### src/rtl/coffee_sequencer.sv
// rtl/coffee_sequencer.sv - drink brewing phase sequencer with display codes
module coffee_sequencer #(
  parameter int STEP_CYCLES = 50_000_000,
  parameter int FIN_CYCLES  = 100_000_000
) (
  input  logic       clk,
  input  logic       rst,
  input  logic       start,
  input  logic [1:0] coffee_sel,
  input  logic       sugar_en,
  input  logic       cancel,
  output logic [3:0] type_char,
  output logic [3:0] state_char,
  output logic       busy,
  output logic       done
);

  typedef enum logic [2:0] {
    S_IDLE, S_AGUA, S_CAFE, S_LECHE, S_AZUCAR, S_CREMA, S_FIN
  } state_t;

  localparam int MAX_CYCLES = (STEP_CYCLES > FIN_CYCLES) ? STEP_CYCLES : FIN_CYCLES;
  localparam int CW = $clog2(MAX_CYCLES + 1);
  localparam logic [CW-1:0] STEP_LAST = CW'(STEP_CYCLES - 1);
  localparam logic [CW-1:0] FIN_LAST  = CW'(FIN_CYCLES - 1);
  localparam logic [1:0] SEL_ESPRESSO  = 2'd0;
  localparam logic [1:0] SEL_CAPUCHINO = 2'd2;
  localparam logic [1:0] SEL_INVALID   = 2'd3;

  state_t        state_q, state_d;
  logic [CW-1:0] cnt_q, cnt_d;
  logic [1:0]    sel_q, sel_d;
  logic          sugar_q, sugar_d;
  logic [3:0]    type_char_q, type_char_d;
  logic [3:0]    state_char_q, state_char_d;
  logic          busy_q, busy_d;
  logic          done_q, done_d;

  function automatic logic [3:0] char_of(input state_t s);
    case (s)
      S_AGUA:   char_of = 4'd3;
      S_CAFE:   char_of = 4'd4;
      S_LECHE:  char_of = 4'd5;
      S_AZUCAR: char_of = 4'd6;
      S_CREMA:  char_of = 4'd7;
      S_FIN:    char_of = 4'd8;
      default:  char_of = 4'd15;
    endcase
  endfunction

  // Recipe walk: the optional AZUCAR always sits just before CREMA/FIN.
  function automatic state_t next_phase(input state_t s, input logic [1:0] sel, input logic sug);
    case (s)
      S_AGUA:   next_phase = S_CAFE;
      S_CAFE:   next_phase = (sel != SEL_ESPRESSO) ? S_LECHE : (sug ? S_AZUCAR : S_FIN);
      S_LECHE:  next_phase = sug ? S_AZUCAR : ((sel == SEL_CAPUCHINO) ? S_CREMA : S_FIN);
      S_AZUCAR: next_phase = (sel == SEL_CAPUCHINO) ? S_CREMA : S_FIN;
      default:  next_phase = S_FIN;
    endcase
  endfunction

  always_comb begin
    state_d = state_q;
    cnt_d   = cnt_q + 1'b1;
    sel_d   = sel_q;
    sugar_d = sugar_q;
    done_d  = 1'b0;
    case (state_q)
      S_IDLE: begin
        cnt_d = '0;
        if (start && coffee_sel != SEL_INVALID) begin
          state_d = S_AGUA;
          sel_d   = coffee_sel;
          sugar_d = sugar_en;
        end
      end
      S_FIN: begin
        if (cnt_q == FIN_LAST) begin
          state_d = S_IDLE;
          done_d  = 1'b1;
        end
      end
      default: begin
        if (cancel) begin
          state_d = S_FIN;
        end else if (cnt_q == STEP_LAST) begin
          state_d = next_phase(state_q, sel_q, sugar_q);
        end
      end
    endcase
    if (state_d != state_q) begin
      cnt_d = '0;
    end
    type_char_d  = (state_d == S_IDLE) ? 4'd15 : {2'b00, sel_d};
    state_char_d = char_of(state_d);
    busy_d       = (state_d != S_IDLE);
  end

  always_ff @(posedge clk) begin
    if (rst) begin
      state_q      <= S_IDLE;
      cnt_q        <= '0;
      sel_q        <= 2'd0;
      sugar_q      <= 1'b0;
      type_char_q  <= 4'd15;
      state_char_q <= 4'd15;
      busy_q       <= 1'b0;
      done_q       <= 1'b0;
    end else begin
      state_q      <= state_d;
      cnt_q        <= cnt_d;
      sel_q        <= sel_d;
      sugar_q      <= sugar_d;
      type_char_q  <= type_char_d;
      state_char_q <= state_char_d;
      busy_q       <= busy_d;
      done_q       <= done_d;
    end
  end

  assign type_char  = type_char_q;
  assign state_char = state_char_q;
  assign busy       = busy_q;
  assign done       = done_q;

endmodule

### config.mk
export PLATFORM = sky130hd
export DESIGN_NAME = coffee_sequencer
export DESIGN_NICKNAME = d
export VERILOG_FILES = /design/src/rtl/coffee_sequencer.sv
export SDC_FILE = /design/constraint.sdc
export NUM_CORES = 1
export LEC_CHECK = 0
export ABC_AREA = 1
export BUFFER_PORTS_ARGS = -buffer_cell sky130_fd_sc_hd__buf_2
export CAP_MARGIN = 5
export CORE_MARGIN = 2
export CORE_UTILIZATION = 30
export DETAILED_ROUTE_END_ITERATION = 16
export PLACE_DENSITY = 0.56
export REMOVE_ABC_BUFFERS = 1
export SYNTH_ARGS = -nofsm -noshare
export SYNTH_HDL_FRONTEND = slang
export SYNTH_SLANG_ARGS = --single-unit
### constraint.sdc
create_clock -name clk -period 2.9 [get_ports clk]
set_clock_uncertainty 0.2 [all_clocks]
set_input_delay 0.29 -clock clk [delete_from_list [all_inputs] [get_ports clk]]
set_output_delay 0.29 -clock clk [all_outputs]
set_load 0.02 [all_outputs]
==> results of run 1 <==
-- metrics by stage --
step	setup slack, ns	total power, W	area [µm²]	util	hold WS (ns)
2_1_floorplan	0.831	0.000783	2420	-	0.159
3_3_place_gp	0.593	0.000840	2640	0.326	0.276
3_5_place_dp	0.509	0.000841	2640	0.326	0.288
4_1_cts	0.482	0.00123	2730	0.337	0.0550
5_1_grt	0.252	0.00128	2730	0.337	0.0690
6_report	0.497	0.00122	2730	0.337	0.0597
-- layer usage --
| metal | wire length (µm) | part of all wire |
|---|---|---|
| met3 | 139 | 0.027 |
| met2 | 2320 | 0.44 |
| met4 | 55 | 0.011 |
| met1 | 2710 | 0.52 |
| met5 | 0 | 0 |
-- final cells by class --
class	instances	area [µm²]
sequential	42	841
multi-input combinational	243	1350
clock buffer	7	86.3
clock inverter	1	5.00
fill	876	5370
tap	105	131
inverter	60	225
timing repair buffer	17	87.6
-- critical path: stages (launching register included) --
cell and delay (ns):
dfxtp_1 0.40, ha_1 0.21, nand2_2 0.10, nor2_4 0.18, nand3_1 0.10, nor2_2 0.13, nand2_1 0.07, nand3_2 0.09
nand2_2 0.09, nand2_2 0.09, nand3_4 0.34, nor3_1 0.30
-- cell usage in the layout (no fill, tap or decap), drive strengths merged --
| master | synthesis | layout |
|---|---|---|
| clkbuf | 0 | 7 |
| clkinv | 0 | 1 |
| nand3 | 26 | 26 |
| xnor2 | 6 | 6 |
| buf | 6 | 17 |
| nand3b | 1 | 1 |
| a21oi | 2 | 2 |
| nand2 | 81 | 81 |
| nand4 | 14 | 14 |
| o21ai | 3 | 3 |
| ha | 1 | 1 |
| nor3 | 42 | 42 |
| xor2 | 18 | 18 |
| dfxtp | 42 | 42 |
| inv | 60 | 60 |
| nor2 | 49 | 49 |
-- registers in the layout, summed over array words and instances (netlist names) --
| signal | cells |
|---|---|
| busy | 1 |
| cnt_q | 27 |
| done | 1 |
| sel_q | 2 |
| state_char | 4 |
| state_q | 3 |
| sugar_q | 1 |
| type_char | 3 |
-- kinds of logic after synthesis --
logic type / share of synthesized area
DFF: 0.340
and+or+nand+nor: 0.445
adders and majority gates: 0.00505
xor gates and xnor gates: 0.0849
AOI/OAI and AO/OA: 0.0101
buffers and inverters: 0.115
-- worst max-delay path by stage --
| stage | end |
|---|---|
| finish | cnt_q[19] |
| CTS | cnt_q[19] |
| detailed placement | cnt_q[19] |
| global route | cnt_q[16] |
| global placement | cnt_q[13] |
| floorplan | cnt_q[13] |
-- power by group through the flow --
| stage | registers (W) | clock network [W] | logic [W] |
|---|---|---|---|
| floorplan | 0.000656 | 0 | 0.000127 |
| CTS | 0.000618 | 0.000407 | 0.000210 |
| finish | 0.000618 | 0.000389 | 0.000208 |
| detailed placement | 0.000631 | 0 | 0.000209 |
| global placement | 0.000631 | 0 | 0.000209 |
| global route | 0.000622 | 0.000427 | 0.000232 |
==> reports/qor.csv, run 1 <==
stage;metric;value;unit
floorplan;die area;9000;µm²
sta;Slew Limit Fails;0;
min_path;Hold Startpoint;sugar_en;
power;pwr dens;446;nW/µm²
min_path;Cells on Worst Hold Path;3;
floorplan;Die H;94.9;µm
synthesis;#FFs+latches synth;42;
status;status;complete, no violations;
power;Leakage;0.966;nW
floorplan;I/O pin cnt;17;
synthesis;synth unique cells;24;
drt;DRC;0;
synthesis;Async SR Flop Fraction;0;
sta;Final Hold Viols;0;
floorplan;Die W;94.9;µm
worst_setup_path;CP endpoint kind;flip-flop;
clocking;Clock transition at path regs;0.08;ns
synthesis;Synth area leader;dfxtp_1;
clocking;Clock Sinks;42;
worst_setup_path;R2R Path Start;cnt_q[0];
sta;Setup TNS Final;0;ns
clocking;CTS resizes;0;
floorplan;initial core utilization;0.306;
worst_setup_path;Crit. Startpoint;cnt_q[0];
worst_setup_path;Crit Path Max Fanout;27;
synthesis;Post-synth EDFFs;0;
synthesis;Post-synth top cells;nand2_1, inv_1, nor2_1;
clocking;post-CTS setup buffer count;0;
global_route;vias in the first global route;1983;
sta;Tightest Pin Transition;0.630;ns
power;clock group share of total power;0.320;
place;placed cells;467;
power;NetSw;0.000369;W
worst_setup_path;CP startpoint kind;flip-flop;
synthesis;ranking of synthesized cells by area;dfxtp_1, nand2_1, inv_1;
global_route;GRT met3 Usage;0.0176;
sta;relative slew slack;0.577;
place;DP HPWL;3960;µm
synthesis;ys flop type;dfxtp_1;
power;sequential share of power;0.509;
synthesis;Mapped Area;2480;µm²
clocking;root buf cell;clkbuf_8;
power;Max IR drop VDD;192;µV
global_route;gr busiest metal;met2;
clocking;CTS HTree Levels;2;
clocking;clock tree from TritonCTS;yes;
sta;RSZ-0062 raised after global routing;no;
flow_run;number of max-cap violations;0;
drt;wirelength, routed;5220;µm
final_layout;Finished Layout Cells;475;
sta;Setup Viol. Count Final;0;
worst_setup_path;CP Class;flip-flop to flip-flop;
place;RePlAce Congestion;0.863;
clocking;Clock Latency Late Sink;0.29;ns
sta;crit path time final;2.40;ns
min_path;Hold Crit Endpoint;sugar_q;
global_route;global-route wire length before repair;8980;µm
global_route;GRT Residual Overflow;0;
final_layout;# diodes;0;
worst_setup_path;Reg2Reg Capture Point;cnt_q[19];
worst_setup_path;R2R cell count;11;
clocking;total CTS buffers;5;
drt;Initial DRT Pass Iterations;5;
drt;via count;2157;
drt;vias per inst;4.54;
clocking;cts hold-fix bufs;0;
place;input/output buffers;16;
power;internal power;0.000847;W
synthesis;post-synth top area share;0.340;
floorplan;core area;8090;µm²
global_route;antenna violations before repair;0;
global_route;grt met1 use;0.177;
synthesis;Post-Syn Instances;351;
synthesis;synthesized area per cell;7.05;µm²
floorplan;Rows;33;
synthesis;count leader, synth;nand2_1;
synthesis;YS warnings;0;
min_path;Hold WC Path Type;input port to flip-flop;
synthesis;sequential share of the synthesized area;0.340;
sta;Achievable Freq;0.416;GHz
sta;final worst-path cycle share;0.829;
drt;Detail Route Antenna Nets;0;
final_layout;nets@finish;377;
clocking;CTS max path bufs;2;
drt;WL/cell;11.0;µm
final_layout;Syn-to-layout area delta;10.1;%
global_route;Tot GR Track Use;0.125;
power;sw frac;0.303;
worst_setup_path;CP arrival;2.41;ns
power;combinational power share;0.171;
global_route;largest net degree at the start of global routing;28;
global_route;met2 track demand over resource;0.199;
drt;DR iter-0 viols;186;
worst_setup_path;Critical Path RT;2.91;ns
final_layout;layout cells sized above 1;0.165;
worst_setup_path;R2R setup slack;0.50;ns
Note: power is estimated with default switching activity, not from simulation.
==> run 2: changes to the inputs <==
- clock period: 2.9 -> 2.29 ns (I/O delays scaled with it)
==> run 2 against run 1 <==
Core utilization is 1.5 points higher. Power is 31% higher. Sequential power is 27% higher. Largest cell class unchanged.
==> reports/qor.csv, run 2 (same netlist as run 1, synthesis figures left out) <==
stage;metric;value;unit
sta;relative slew slack;0.771;
place;DP HPWL;4120;µm
worst_setup_path;CP Class;flip-flop to flip-flop;
worst_setup_path;CP Buf/Inv Count;3;
worst_setup_path;Worst path max stage delay;0.36;ns
worst_setup_path;Crit-path slowest cell;dfxtp_2;
worst_setup_path;CP startpoint kind;flip-flop;
floorplan;Rows;33;
global_route;vias in the first global route;2071;
floorplan;Die H;94.9;µm
final_layout;Top reg by flops;cnt_q;
worst_setup_path;Critical Path RT;2.28;ns
floorplan;core area;8090;µm²
worst_setup_path;Crit Path Max Fanout;13;
global_route;largest net degree at the start of global routing;28;
final_layout;most frequent cells in the layout;nand2_1, inv_1, nor2_1, dfxtp_1, nand3_1;
global_route;antenna violations before repair;0;
flow_run;number of max-cap violations;0;
drt;via count;2183;
clocking;total CTS buffers;5;
sta;RSZ-0062 raised after global routing;no;
final_layout;max FFs per register;27;
power;Leakage;1.02;nW
drt;vias per inst;4.52;
drt;WL/cell;11.7;µm
global_route;Tot GR Track Use;0.134;
clocking;clock tree from TritonCTS;yes;
floorplan;die area;9000;µm²
place;Setup WS pre-CTS;0.174;ns
sta;Setup Viol. Count Final;0;
place;RePlAce Congestion;0.892;
worst_setup_path;Crit path max-delay family;simple AND/OR/NAND/NOR gates;
min_path;Hold WC Path Type;input port to flip-flop;
clocking;post-CTS setup buffer count;0;
sta;Final Hold Viols;0;
sta;Slew Limit Fails;0;
clocking;root buf cell;clkbuf_8;
sta;crit path time final;2.11;ns
clocking;Clock transition at path regs;0.08;ns
drt;wirelength, routed;5650;µm
drt;Initial DRT Pass Iterations;4;
status;status;complete, no violations;
clocking;Clock Sinks;42;
clocking;CTS HTree Levels;2;
worst_setup_path;worst path cell trace;ha_1 > nand2_2 > inv_1 > nand2_1 > nor2_2 > nand3_1 > nor2_1 > nand3_1 > nand2_1 > inv_1 > nand3_4 > clkbuf_16 > nor3_2;
global_route;GRT Residual Overflow;0;
sta;final worst-path cycle share;0.919;
drt;DR iter-0 viols;113;
sta;Setup TNS Final;0;ns
floorplan;Die W;94.9;µm
floorplan;initial core utilization;0.306;
drt;Detail Route Antenna Nets;0;
sta;final setup margin;0.185;ns
power;Max IR drop VDD;197;µV
clocking;Clock Latency Late Sink;0.30;ns
place;input/output buffers;16;
min_path;Hold Startpoint;rst;
worst_setup_path;CP endpoint kind;flip-flop;
global_route;global-route wire length before repair;9500;µm
floorplan;I/O pin cnt;17;
worst_setup_path;CP arrival;2.10;ns
final_layout;# diodes;0;
sta;Achievable Freq;0.475;GHz
clocking;CTS max path bufs;2;
worst_setup_path;Crit. Startpoint;cnt_q[0];
final_layout;most common cell after layout, fill and taps aside;nand2_1;
power;pwr dens;558;nW/µm²
worst_setup_path;R2R Path Start;cnt_q[0];
final_layout;nets@finish;385;
final_layout;layout cells sized above 1;0.193;
sta;Tightest Pin Transition;0.340;ns
final_layout;Syn-to-layout area delta;15.0;%
drt;DRC;0;
## run 2: cell types whose count changed in the layout (fill, tap and decap cells not counted)
cell           previous run  this run
dlygate4sd3_1             0         1
buf_12                    0         2
buf_4                     1         5
nor2_1                   44        43
clkbuf_16                 0         1
nor2_2                    3         4
nor3_1                   20        18
dfxtp_1                  42        40
nor3_2                   21        23
dfxtp_2                   0         2
## run 2: what timing repair did
| action | CTS | global route |
|---|---|---|
| endpoints found under the setup margin | 0 | 27 |
| gates resized for setup | 0 | 5 |
| hold endpoints to repair | 1 | 0 |
| hold buffers | 1 | 0 |
## run 2: worst register-to-register path, delay by kind of cell (launching register included)
| kind | cells | cell delay (ns) |
|---|---|---|
| adder cells (fa/ha/maj) | 1 | 0.18 |
| buffers and inverters | 3 | 0.33 |
| flip-flops | 1 | 0.36 |
| AND/OR/NAND/NOR | 9 | 0.93 |
## run 2: routing by layer
layer / vias up / routed length, µm / part of all wire / track usage
met5: - / 0 / 0 / 0
li1: 1150 / - / - / -
met3: 11 / 157 / 0.028 / 0.0208
met2: 28 / 2610 / 0.46 / 0.220
met1: 994 / 2780 / 0.49 / 0.175
met4: 0 / 104 / 0.018 / 0.0531
## run 2: area by class of cell
cell class	instances	area (µm²)
clock buffer	7	86.3
multi-input combinational	243	1360
fill	885	5250
tap	105	131
clock inverter	1	5.00
sequential	42	843
timing repair buffer	25	193
inverter	60	225
## run 2: final timing paths
| path | to | slack [ns] | depth (start not counted) |
|---|---|---|---|
| max | cnt_q[0] | 0.18 | 13 |
| min | sugar_q | 0.008 | 2 |
| max reg2reg | cnt_q[0] | 0.18 | 13 |
| min reg2reg | cnt_q[0] | 0.25 | 1 |
## run 2: metrics by stage
step                      instances  area (µm²)  hold slack, ns  total power, W  utilization
after floorplan                 345        2420          0.0981        0.000992            -
after global placement          473        2710           0.275         0.00109        0.334
after detailed placement        473        2710           0.289         0.00109        0.334
after CTS                       482        2810         0.00364         0.00159        0.347
after global routing            483        2850          0.0226         0.00168        0.352
final                           483        2850         0.00777         0.00159        0.352
## run 2: where the power goes
part	switching, W	internal [W]
clock	0.000256	0.000243
sequential	0.0000196	0.000764
combinational	0.000209	0.0000964
